### src/rtl/cnn_pkg.sv
// Shared CNN loader definitions: segment tag codes and the framer state encoding.
package cnn_pkg;

    localparam logic [1:0] TAG_MID    = 2'b00;
    localparam logic [1:0] TAG_END    = 2'b01;
    localparam logic [1:0] TAG_START  = 2'b10;
    localparam logic [1:0] TAG_SINGLE = 2'b11;

    typedef enum logic [1:0] {
        ST_IDLE  = 2'd0,
        ST_DATA  = 2'd1,
        ST_FLUSH = 2'd2,
        ST_DRAIN = 2'd3
    } framer_state_t;

endpackage

### src/rtl/frame_tag_gen.sv
// Segment tag for word `index` of a segment of `length` words (length is never 0 when used).
module frame_tag_gen
    import cnn_pkg::*;
#(
    parameter int IDX_WIDTH = 8
) (
    input  logic [IDX_WIDTH-1:0] index,
    input  logic [IDX_WIDTH-1:0] length,
    output logic [1:0]           tag
);

    always_comb begin
        tag = TAG_MID;
        if (length == IDX_WIDTH'(1)) begin
            tag = TAG_SINGLE;
        end else if (index == '0) begin
            tag = TAG_START;
        end else if (index == length - IDX_WIDTH'(1)) begin
            tag = TAG_END;
        end
    end

endmodule

### src/rtl/ifmap_stream_framer.sv
// Frames raw ifmap samples into tagged words for the IFmap buffer, with an optional zero flush row.
//
// state    | meaning
// ---------+---------------------------------------------------------------
// ST_IDLE  | waiting for start with a non-zero row_len
// ST_DATA  | loading one framed word per accepted source sample
// ST_FLUSH | loading zero words until flush_len have been loaded
// ST_DRAIN | last word held in the output register, waiting for it to move
module ifmap_stream_framer
    import cnn_pkg::*;
#(
    parameter int IFMAP_BUFFER_WIDTH = 18,
    parameter int DATA_WIDTH         = 16,
    parameter int LEN_WIDTH          = 8,
    parameter int FILTER_SIZE_WIDTH  = 5
) (
    input  logic                          clk,
    input  logic                          reset,
    input  logic                          start,
    input  logic [LEN_WIDTH-1:0]          row_len,
    input  logic [FILTER_SIZE_WIDTH-1:0]  flush_len,
    input  logic [DATA_WIDTH-1:0]         src_data,
    input  logic                          src_valid,
    output logic                          src_ready,
    output logic [IFMAP_BUFFER_WIDTH-1:0] IFmap_buffer_in,
    output logic                          IFmap_buffer_write_enable,
    input  logic                          IFmap_buffer_ready,
    output logic                          busy,
    output logic                          done
);

    framer_state_t                 state_q, state_d;
    logic [LEN_WIDTH-1:0]          idx_q, idx_d;
    logic [LEN_WIDTH-1:0]          row_len_q, row_len_d;
    logic [FILTER_SIZE_WIDTH-1:0]  flush_len_q, flush_len_d;
    logic [IFMAP_BUFFER_WIDTH-1:0] word_q, word_d;
    logic                          wen_q, wen_d;
    logic                          done_q, done_d;

    logic [LEN_WIDTH-1:0]          seg_len;
    logic [LEN_WIDTH-1:0]          last_idx;
    logic [1:0]                    tag;
    logic                          xfer;
    logic                          slot_free;

    assign xfer      = wen_q && IFmap_buffer_ready;
    // The single output register can take a new word when empty or when its word moves this edge.
    assign slot_free = !wen_q || IFmap_buffer_ready;
    assign seg_len   = (state_q == ST_FLUSH) ? LEN_WIDTH'(flush_len_q) : row_len_q;
    assign last_idx  = seg_len - LEN_WIDTH'(1);

    frame_tag_gen #(
        .IDX_WIDTH (LEN_WIDTH)
    ) u_tag_gen (
        .index  (idx_q),
        .length (seg_len),
        .tag    (tag)
    );

    always_comb begin
        state_d     = state_q;
        idx_d       = idx_q;
        row_len_d   = row_len_q;
        flush_len_d = flush_len_q;
        word_d      = word_q;
        wen_d       = wen_q;
        done_d      = 1'b0;
        src_ready   = 1'b0;

        case (state_q)
            ST_IDLE: begin
                if (start && row_len != '0) begin
                    row_len_d   = row_len;
                    flush_len_d = flush_len;
                    idx_d       = '0;
                    state_d     = ST_DATA;
                end
            end
            ST_DATA: begin
                src_ready = slot_free;
                if (xfer) begin
                    wen_d = 1'b0;
                end
                if (src_valid && slot_free) begin
                    word_d = {tag, src_data};
                    wen_d  = 1'b1;
                    if (idx_q == last_idx) begin
                        idx_d   = '0;
                        state_d = (flush_len_q != '0) ? ST_FLUSH : ST_DRAIN;
                    end else begin
                        idx_d = idx_q + LEN_WIDTH'(1);
                    end
                end
            end
            ST_FLUSH: begin
                if (slot_free) begin
                    word_d = {tag, DATA_WIDTH'(0)};
                    wen_d  = 1'b1;
                    if (idx_q == last_idx) begin
                        idx_d   = '0;
                        state_d = ST_DRAIN;
                    end else begin
                        idx_d = idx_q + LEN_WIDTH'(1);
                    end
                end
            end
            ST_DRAIN: begin
                if (xfer) begin
                    wen_d   = 1'b0;
                    done_d  = 1'b1;
                    state_d = ST_IDLE;
                end
            end
            default: begin
                state_d = ST_IDLE;
            end
        endcase
    end

    always_ff @(posedge clk) begin
        if (reset) begin
            state_q     <= ST_IDLE;
            idx_q       <= '0;
            row_len_q   <= '0;
            flush_len_q <= '0;
            word_q      <= '0;
            wen_q       <= 1'b0;
            done_q      <= 1'b0;
        end else begin
            state_q     <= state_d;
            idx_q       <= idx_d;
            row_len_q   <= row_len_d;
            flush_len_q <= flush_len_d;
            word_q      <= word_d;
            wen_q       <= wen_d;
            done_q      <= done_d;
        end
    end

    assign IFmap_buffer_in           = word_q;
    assign IFmap_buffer_write_enable = wen_q;
    assign done                      = done_q;
    assign busy                      = (state_q != ST_IDLE);

endmodule
### config.mk
export PLATFORM = sky130hd
export DESIGN_NAME = ifmap_stream_framer
export DESIGN_NICKNAME = d
export VERILOG_FILES = /design/src/rtl/cnn_pkg.sv /design/src/rtl/frame_tag_gen.sv /design/src/rtl/ifmap_stream_framer.sv
export SDC_FILE = /design/constraint.sdc
export NUM_CORES = 1
export LEC_CHECK = 0
export BUFFER_PORTS_ARGS = -buffer_cell sky130_fd_sc_hd__clkbuf_2
export CAP_MARGIN = 20
export CORE_MARGIN = 2
export CORE_UTILIZATION = 43
export DETAILED_ROUTE_END_ITERATION = 6
export HOLD_SLACK_MARGIN = 0.12
export PLACE_DENSITY = 0.66
export SLEW_MARGIN = 20
export SYNTH_ARGS = -nofsm -noshare
export SYNTH_HDL_FRONTEND = slang
export SYNTH_SLANG_ARGS = --single-unit
### constraint.sdc
create_clock -name clk -period 8.9 [get_ports clk]
set_input_delay 1.78 -clock clk [delete_from_list [all_inputs] [get_ports clk]]
set_output_delay 1.78 -clock clk [all_outputs]
set_load 0.01 [all_outputs]
==> impl_metrics.toml <==
[placed_design]
io_buffers = 55
routabilityCongestion = 0.830
dpl.hpwl_um = 4070
placedCellCount = 394

[synth]
synth_ff_type = "dfxtp_1"
synth_top_area_cell = "dfxtp_1"
ys.warnings.count = 0
synth_top_area_share_pct = 34.6
synthCells = 288
ys_seq_area_share_pct = 34.6
synthArstFlopShare_pct = 0
synth-seq-cells = 43
synth_area_leaders = "dfxtp_1, a21oi_1, a22oi_1"
synth_nets = 331
synth_cell_type_count = 57
syn_area_mm2 = 0.00249
synth_edf_count = 0
synth.avg_cell_area_um2 = 8.65

[worst_setup_path]
endpoint = "src_ready"
critPathMaxFanout = 6
worstPathArrival_ns = 2.45
criticalPathCategory = "input port to output pin"
r2r_end = "idx_q[2]"
end_kind = "output pin"
r2r_setup_slack_ns = 5.44
required_ns = 7.12
startpoint_type = "input port"
r2r-start = "state_q[0]"
startpoint = "IFmap_buffer_ready"
r2r_cells = 10

[cells_and_area]
fill_cells = 561
fin_nets = 372
drive_above_1_share_pct = 24.8
diodes = 0
final_cells = 402
synthToLayoutAreaGrowth_pct = 15.4

[grt]
gr-total-overflow = 0
first_global_vias = 2078
grt_max_degree = 41
antenna_found_initial = 0
grt_pass1_wl_um = 9360
grt_usage_pct = 18.3

[worst_hold_path]
hold_start = "IFmap_buffer_in[6]"
min_path_cells = 2
hold_path_class = "register to register"

[timing]
hold_viol = 0
post-route-period-util_pct = 47.6
final.setup.tns_ns = 0
tightestPinTransition_ns = 0.928
finalSetupViolations = 0
skew_ns = 0.00561
fin_crit_ns = 4.23
slew_headroom_pct = 36.5
max_freq_ghz = 0.236
rsz0062_at_grt = "false"
drv_slew = 0

[drt]
first_iter_violations = 121
wirelength_um = 5490
drtAntennaViolNets = 0
vias = 2167
drc = 0
wl_per_cell_um = 13.7
vias_per_cell = 5.39
firstDrtPassIters = 4

[die]
die-width_um = 80.1
start_util_pct = 44.9
core_mm2 = 0.00554
ioPinCount = 56
rows = 27
die_h_um = 80.1
die_area_mm2 = 0.00642

[clock_network]
cts.repair.resized = 0
cts_setup_buffers = 0
h-tree-depth = 2
clock-root-buffer = "clkbuf_8"
clock_latency_ns = 0.29
holdBufCountCts = 0
clock_path_buffers = 2
clkTransAtPathRegs_ns = 0.08
tritoncts = "done"
cts.sinks = 43
cts_buffers = 5

[pwr]
switching_share_pct = 41.3
p_int_mw = 0.461
p_sw_mw = 0.324
comb_power_share_pct = 46.5
powerDensity_mw_per_mm2 = 273
vdd_drop_max_uv = 138
p_clk_share_pct = 20.9
pwr-share-seq_pct = 32.6
power_leakage_nw = 1.21

[run]
timing.max_cap.violations = 0

[run_status]
status = "complete, no violations"
## power groups by stage
stage	clock network, mW	registers, mW	logic (mW)
finish	0.164	0.256	0.365
floorplan	0	0.257	0.291
detailed placement	0	0.261	0.365
CTS	0.168	0.256	0.367
global route	0.178	0.263	0.406
global placement	0	0.260	0.362
## routing by layer
layer | up-vias | share of wire [%] | GRT usage [%]
li1 | 1116 | - | -
met1 | 1010 | 48 | 25.1
met2 | 39 | 47 | 28.7
met3 | 2 | 4.3 | 4.16
met4 | 0 | 0.51 | 5.25
met5 | - | 0 | 0
## flip-flops by register name, summed over array words and instances, names as in the netlist
signal,count
IFmap_buffer_in,18
IFmap_buffer_write_enable,1
state_q,2
flush_len_q,5
done,1
idx_q,8
row_len_q,8
## worst max-delay path: stages
cell	delay, ns
clkbuf_2	0.10
nand2b_1	0.23
and2_1	0.21
clkbuf_2	0.13
## metrics by stage
step / total power, mW / cell area, um2 / worst slack, ns / util, % / hold WS (ns)
CTS: 0.791 / 2870 / 4.68 / 51.9 / 0.508
floorplan: 0.547 / 2490 / 4.94 / - / 0.459
global placement: 0.622 / 2750 / 4.70 / 49.7 / 0.477
finish: 0.785 / 2870 / 4.67 / 51.9 / 0.504
global route: 0.847 / 2870 / 4.63 / 51.9 / 0.534
detailed placement: 0.626 / 2750 / 4.68 / 49.7 / 0.484
## logic make-up (layout without fill, tap and decap cells)
logic type | Yosys count | after routing | synth area share, %
AO/OA/AOI/OAI | 76 | 76 | 21.7
XOR/XNOR | 9 | 9 | 3.47
adder cells (fa/ha/maj) | 9 | 9 | 4.52
buffers and inverters | 33 | 75 | 5.98
flip-flops | 43 | 43 | 34.6
multiplexers | 10 | 10 | 5.18
AND/OR/NAND/NOR | 108 | 108 | 24.6
## cell type report
| class | count | area [um2] | area share, % |
|---|---|---|---|
| clock inverters | 2 | 38.8 | 1.35 |
| well taps | 72 | 90.1 | 3.14 |
| repair buffers | 55 | 275 | 9.58 |
| clock buffers | 6 | 82.6 | 2.87 |
| flip-flops and latches | 43 | 861 | 30.0 |
| multi-input cells | 212 | 1480 | 51.5 |
| inverters | 12 | 45.0 | 1.57 |
## worst min-delay path by stage
stage | endpoint | slack [ns]
4_1_cts | row_len_q[0] | 0.51
3_5_place_dp | IFmap_buffer_in[0] | 0.48
6_report | IFmap_buffer_in[6] | 0.50
5_1_grt | IFmap_buffer_in[4] | 0.53
3_3_place_gp | IFmap_buffer_in[12] | 0.48
2_1_floorplan | row_len_q[1] | 0.46
## cell usage after synthesis (3+ instances only)
library cell	instances
nand3_1	13
and3_1	5
o21ai_1	6
dfxtp_1	43
nand2b_1	3
buf_2	5
ha_1	9
o21ai_0	8
xnor2_1	5
nor2_1	28
a22o_1	3
a21oi_1	24
xor2_1	3
and2_1	4
clkbuf_1	12
mux2i_1	7
nor3_1	8
or3_1	3
buf_4	3
nor2b_1	5
nand2_1	21
or4_1	4
inv_1	11
a22oi_1	16
## placed cells by master (no fill, tap or decap), types with 2 or more instances in the layout
cell / count
mux2i_4: 2
and3_1: 5
o21ai_1: 6
ha_1: 9
xor2_1: 3
nor2b_1: 5
and2_1: 4
clkbuf_8: 6
dfxtp_1: 43
xnor2_1: 5
and3b_1: 2
mux2i_1: 7
clkbuf_2: 55
nand3_1: 13
a22oi_1: 16
or4_1: 4
a21o_1: 2
a311oi_1: 2
nor3_1: 8
a211oi_1: 2
nand2_1: 21
inv_1: 11
nor2_1: 28
a21oi_1: 24
nor4_2: 2
or3_1: 3
o21ai_0: 8
nand2b_1: 3
a22o_1: 3
(Power assumes the default switching activity.)
